[src/rtl/event_blinker_pkg.sv]
// event_blinker_pkg
//   Shared types and elaboration-time helpers for the event blinker.
//   - state_t      : blinker FSM state encoding (IDLE / ON / GAP)
//   - timer_w()    : width of the phase down-counter for given ON/OFF lengths
//   - pending_max(): largest value the pending-event counter can hold
package event_blinker_pkg;

  typedef enum logic [1:0] {
    IDLE = 2'd0,
    ON   = 2'd1,
    GAP  = 2'd2
  } state_t;

  // The counter is loaded with at most max(on, off) - 1, so a width that can
  // represent max(on, off) is always sufficient.
  function automatic int timer_w(input int on_c, input int off_c);
    int m;
    m = (on_c > off_c) ? on_c : off_c;
    return $clog2(m + 1);
  endfunction

  function automatic int pending_max(input int qw);
    return (1 << qw) - 1;
  endfunction

endpackage

[src/rtl/event_blinker_blink_timer.sv]
// blink_timer
//   Loadable down-counter timing one ON or GAP phase. Counts down by one per
//   clock and rests at zero; it never wraps.
//   Ports:
//     clk        in   clock, rising edge
//     rst_n      in   asynchronous active-low reset (count -> 0)
//     load       in   load load_value on the next edge (wins over counting)
//     load_value in   W  value to load
//     done       out  count == 0
module blink_timer #(
  parameter int W = 8
) (
  input  logic         clk,
  input  logic         rst_n,
  input  logic         load,
  input  logic [W-1:0] load_value,
  output logic         done
);

  logic [W-1:0] count_q;
  logic [W-1:0] count_d;

  always_comb begin
    count_d = count_q;
    if (load) begin
      count_d = load_value;
    end else if (count_q != '0) begin
      count_d = count_q - W'(1);
    end
  end

  always_ff @(posedge clk or negedge rst_n) begin
    if (!rst_n) begin
      count_q <= '0;
    end else begin
      count_q <= count_d;
    end
  end

  assign done = (count_q == '0);

endmodule

[src/rtl/event_blinker.sv]
// event_blinker
//   Turns single-cycle event pulses into human-visible LED blinks. Each event
//   gives exactly ON_CYCLES of Led high followed by an OFF_CYCLES low gap.
//   Events arriving while a blink is in progress are counted in a saturating
//   pending counter and replayed back to back.
//   Optional build macro: EVENT_BLINKER_EDGE_DETECT_EN
//     defined   : an event is a rising edge of Pulse (level held high = 1 event)
//     undefined : every cycle with Pulse high is an event
//   Ports:
//     Clk        in   system clock, rising edge
//     Rst_n      in   asynchronous active-low reset
//     Pulse      in   event input, synchronous to Clk
//     Flush      in   synchronous clear of queue, overflow and current blink
//     Led        out  registered LED drive
//     Busy       out  registered, high while in ON or GAP
//     Pending    out  QUEUE_W queued events not yet started
//     Overflow   out  sticky, an event was dropped at saturation
//     dbg_state  out  2 current FSM state (state_t encoding)
module event_blinker
  import event_blinker_pkg::*;
#(
  parameter int ON_CYCLES  = 200,
  parameter int OFF_CYCLES = 200,
  parameter int QUEUE_W    = 4
) (
  input  logic               Clk,
  input  logic               Rst_n,
  input  logic               Pulse,
  input  logic               Flush,
  output logic               Led,
  output logic               Busy,
  output logic [QUEUE_W-1:0] Pending,
  output logic               Overflow,
  output logic [1:0]         dbg_state
);

  localparam int                 TW          = timer_w(ON_CYCLES, OFF_CYCLES);
  localparam logic [TW-1:0]      ON_LOAD     = TW'(ON_CYCLES - 1);
  localparam bit                 HAS_GAP     = (OFF_CYCLES > 0);
  localparam logic [TW-1:0]      OFF_LOAD    = HAS_GAP ? TW'(OFF_CYCLES - 1) : '0;
  localparam logic [QUEUE_W-1:0] PENDING_MAX = QUEUE_W'(pending_max(QUEUE_W));

  state_t             state_q, state_d;
  logic               led_q, led_d;
  logic               busy_q, busy_d;
  logic [QUEUE_W-1:0] pending_q, pending_d;
  logic               overflow_q, overflow_d;

  logic               evt;
  logic               tmr_load;
  logic [TW-1:0]      tmr_val;
  logic               tmr_done;
  logic               deq;
  logic               queue_evt;
  logic               has_work;

`ifdef EVENT_BLINKER_EDGE_DETECT_EN
  logic pulse_prev_q, pulse_prev_d;

  always_comb begin
    pulse_prev_d = Pulse;
  end

  always_ff @(posedge Clk or negedge Rst_n) begin
    if (!Rst_n) begin
      pulse_prev_q <= 1'b0;
    end else begin
      pulse_prev_q <= pulse_prev_d;
    end
  end

  assign evt = Pulse & ~pulse_prev_q;
`else
  assign evt = Pulse;
`endif

  blink_timer #(.W(TW)) u_timer (
    .clk        (Clk),
    .rst_n      (Rst_n),
    .load       (tmr_load),
    .load_value (tmr_val),
    .done       (tmr_done)
  );

  // An event landing on the very cycle a phase ends counts as queued and is
  // consumed by that same transition, so the next blink starts seamlessly.
  assign has_work  = (pending_q != '0) || evt;
  assign queue_evt = evt && (state_q != IDLE);

  // State register
  always_ff @(posedge Clk or negedge Rst_n) begin
    if (!Rst_n) begin
      state_q <= IDLE;
    end else begin
      state_q <= state_d;
    end
  end

  // Next-state logic, timer control and dequeue request
  always_comb begin
    state_d  = state_q;
    tmr_load = 1'b0;
    tmr_val  = ON_LOAD;
    deq      = 1'b0;
    if (Flush) begin
      state_d = IDLE;
    end else begin
      case (state_q)
        IDLE: begin
          if (evt) begin
            state_d  = ON;
            tmr_load = 1'b1;
          end
        end
        ON: begin
          if (tmr_done) begin
            if (HAS_GAP) begin
              state_d  = GAP;
              tmr_load = 1'b1;
              tmr_val  = OFF_LOAD;
            end else if (has_work) begin
              tmr_load = 1'b1;
              deq      = 1'b1;
            end else begin
              state_d = IDLE;
            end
          end
        end
        GAP: begin
          if (tmr_done) begin
            if (has_work) begin
              state_d  = ON;
              tmr_load = 1'b1;
              deq      = 1'b1;
            end else begin
              state_d = IDLE;
            end
          end
        end
        default: state_d = IDLE;
      endcase
    end
  end

  // Output / counter next values
  always_comb begin
    led_d      = (state_d == ON);
    busy_d     = (state_d != IDLE);
    pending_d  = pending_q;
    overflow_d = overflow_q;
    if (Flush) begin
      pending_d  = '0;
      overflow_d = 1'b0;
    end else begin
      case ({queue_evt, deq})
        2'b10: begin
          if (pending_q == PENDING_MAX) begin
            overflow_d = 1'b1;
          end else begin
            pending_d = pending_q + QUEUE_W'(1);
          end
        end
        2'b01:   pending_d = pending_q - QUEUE_W'(1);
        default: pending_d = pending_q;
      endcase
    end
  end

  always_ff @(posedge Clk or negedge Rst_n) begin
    if (!Rst_n) begin
      led_q      <= 1'b0;
      busy_q     <= 1'b0;
      pending_q  <= '0;
      overflow_q <= 1'b0;
    end else begin
      led_q      <= led_d;
      busy_q     <= busy_d;
      pending_q  <= pending_d;
      overflow_q <= overflow_d;
    end
  end

  assign Led       = led_q;
  assign Busy      = busy_q;
  assign Pending   = pending_q;
  assign Overflow  = overflow_q;
  assign dbg_state = state_q;

endmodule

[config.mk]
export PLATFORM = sky130hd
export DESIGN_NAME = event_blinker
export DESIGN_NICKNAME = d
export VERILOG_FILES = /design/src/rtl/event_blinker_pkg.sv /design/src/rtl/event_blinker_blink_timer.sv /design/src/rtl/event_blinker.sv
export SDC_FILE = /design/constraint.sdc
export NUM_CORES = 1
export LEC_CHECK = 0
export CAP_MARGIN = 10
export CORE_ASPECT_RATIO = 1.2
export CORE_MARGIN = 1.5
export CORE_UTILIZATION = 50
export DETAILED_ROUTE_END_ITERATION = 10
export MAX_ROUTING_LAYER = met4
export PLACE_DENSITY = 0.8
export SETUP_SLACK_MARGIN = 0.02
export SYNTH_ARGS = -nofsm -noshare
export SYNTH_HDL_FRONTEND = slang
export SYNTH_SLANG_ARGS = --single-unit
export TNS_END_PERCENT = 10
[constraint.sdc]
create_clock -name Clk -period 4.7 [get_ports Clk]
set_input_delay 0.94 -clock Clk [delete_from_list [all_inputs] [get_ports Clk]]
set_output_delay 0.94 -clock Clk [all_outputs]
set_load 0.02 [all_outputs]
==> flow_summary.yaml <==
finish:
  final_cell_mix: "dfrtp_1 (17), clkdlybuf4s50_1 (12), nand2_1 (10)"
  fin_util_pct: 59.1
  drive_gt1_share_pct: 10.9
  area_growth_pct: 13.1
  num_antenna_cells: 0
  final_common_cell: "dfrtp_1"
  nets: 128
synthesis:
  synth_top_area_share_pct: 40.2
  yosysWarnings: 0
  synth-main-ff-cell: "dfrtp_1"
  synth_area_leaders: "dfrtp_1 (40%), ha_1 (4.7%), nand2_1 (3.5%)"
  syn-cell-area_sq_um: 1060
  synthesis.nets: 115
  synth_cell_types: 41
  syn_inst: 107
  ys_async_sr_fraction_pct: 100
  ys_seq_elements: 17
  synth_top_cell_by_area: "dfrtp_1"
  synth-seq-area-share_pct: 40.2
  synth.avg_cell_area_sq_um: 9.89
  synth-edff-count: 0
sta:
  relSlewSlack_pct: 47.9
  final.min_clock_period_ns: 3.15
  fin_worst_skew_ns: 0.00938
  whs_ns: 0.517
  setup_viol: 0
  rsz0062_at_grt: "no"
  fin_crit_sh_pct: 67.1
  fmax_mhz: 317
  setup_ws_ns: 1.55
  fin_tns_setup_ns: 0
  worstMarginPinSlew_ns: 0.780
  finalHoldViolations: 0
  finalMaxSlewViolations: 0
clock_network:
  cts-root-buf: "clkbuf_4"
  clockBufferDepth: 2
  clk_pin_slew_ns: 0.09
  numCtsBuffers: 3
  post-cts-setup-buffers: 0
  cts_tree: "yes"
  clkLatencyLatePin_ns: 0.30
  cts_htree_levels: 1
  clock-sinks: 17
  cts_resized: 0
  ctsHoldBuffers: 0
run:
  max_cap_violations: 0
setup_path:
  max_stage_delay_ns: 0.62
  arrival_ns: 3.34
  path_class: "in -> reg"
  crit_path_end_kind: "register"
  cp_max_fo: 7
  path_buf_inv: 1
  start_kind: "input pin"
  critPathSlowestCell: "or4_4"
  critPathTopFamily: "simple AND/OR/NAND/NOR gates"
  required_ns: 4.88
  worstPathCellList: "clkdlybuf4s50_1 -> or4_4 -> and3_4 -> ha_1 -> a31o_2 -> a22oi_2 -> mux2_4"
placed_design:
  port_buffers: 12
  dp_hpwl_um: 1620
  place.gp.congestion: 0.825
  pre_cts_ws_ns: 1.25
global_route:
  grt_max_degree: 18
  grt_pass1_vias: 813
  globalRouteTotalUtil_pct: 21.8
  overflow: 0
  grt_pass1_wl_um: 3580
  antenna_found_initial: 0
route:
  ant_nets: 0
  routed_via_density: 6.22
  dr_total_vias: 865
  routedWlPerCell_um: 15.9
  first_pass_iters: 4
  drc: 0
  wl_um: 2210
  initialDrtViolationCount: 21
floorplanning:
  initial_core_util_pct: 52.2
  dieArea_sq_um: 2400
  die_h_um: 53.4
  die_w_um: 45
  design.portCount: 13
  num_rows: 18
  fp.coreArea_sq_um: 2030
power_and_ir_drop:
  leakagePower_nw: 0.513
  p_total_uw: 398
  peakVddDrop_v: 0.000172
  power_density_nw_per_um2: 333
worst_hold_path:
  hold_class: "reg -> reg"
status:
  status: "complete, no violations"
==> worst paths after layout <==
path | startpoint | endpoint | slack (ns) | cells past startpoint
setup / recovery | Pulse | Pending[3] | 1.55 | 7
hold / removal | Overflow | Overflow | 0.52 | 2
hold reg to reg | Overflow | Overflow | 0.52 | 2
setup reg to reg | u_timer.count_q[0] | Pending[3] | 1.81 | 9
max in group asynchronous | Rst_n | Overflow | 3.12 | 1
min in group asynchronous | Rst_n | u_timer.count_q[6] | 1.09 | 1
==> area by class of cell <==
| cell class | count | area, sq um |
|---|---|---|
| multi-input cells | 81 | 582 |
| flip-flops and latches | 17 | 425 |
| fillers | 184 | 830 |
| inverters | 5 | 18.8 |
| well taps | 20 | 25.0 |
| clock buffers | 4 | 26.3 |
| repair buffers | 12 | 120 |
==> report_power, final <==
group	switching, mW	internal (mW)
clock network	0.0461	0.0331
logic	0.0535	0.0510
registers	0.0427	0.172
==> metal layers <==
layer	track usage (%)	part of all wire (%)	vias up
met5	-	0	-
met4	15.2	2.4	0
met3	3.07	3.7	5
met2	35.0	51	24
met1	24.4	43	424
li1	-	-	412
==> state kept, by name, indices dropped and copies added, names as in the netlist <==
register and count:
u_timer.count_q 8, Pending 4, dbg_state 2, Busy 1, Led 1, Overflow 1
==> through the flow <==
step           std cells  area [sq um]
6_report             139          1200
5_1_grt              139          1200
4_1_cts              139          1200
3_5_place_dp         135          1170
3_3_place_gp         135          1170
2_1_floorplan        107          1060
==> kinds of logic (layout without fill, tap and decap cells) <==
logic type,Yosys count,count (layout),share of synthesized area [%]
buffers and inverters,9,21,4.85
DFF,17,17,40.2
and+or+nand+nor,44,44,24.9
muxes,3,3,3.31
xor gates and xnor gates,5,5,4.14
adders and majority gates,4,4,4.73
AOI/OAI and AO/OA,25,25,17.9
==> worst min-delay path, delay by kind of cell, from the launching register on <==
| kind | cells | cell delay, ns |
|---|---|---|
| flops | 1 | 0.38 |
| compound gates | 1 | 0.05 |
| buf+inv | 1 | 0.05 |
==> cell usage after synthesis, types with 2 or more instances <==
library cell,instances
nand3_1,3
buf_6,2
dfrtp_1,17
inv_1,5
a21oi_1,6
xnor2_1,3
buf_2,2
nor3b_2,2
o211ai_1,3
o21ai_0,2
nor3_1,3
xor2_1,2
nor2b_1,4
nor4_1,2
nand2b_1,2
nor2_1,9
mux2i_1,2
ha_1,4
o31ai_1,3
nand2_1,10
Note: power is estimated with default switching activity, not from simulation.
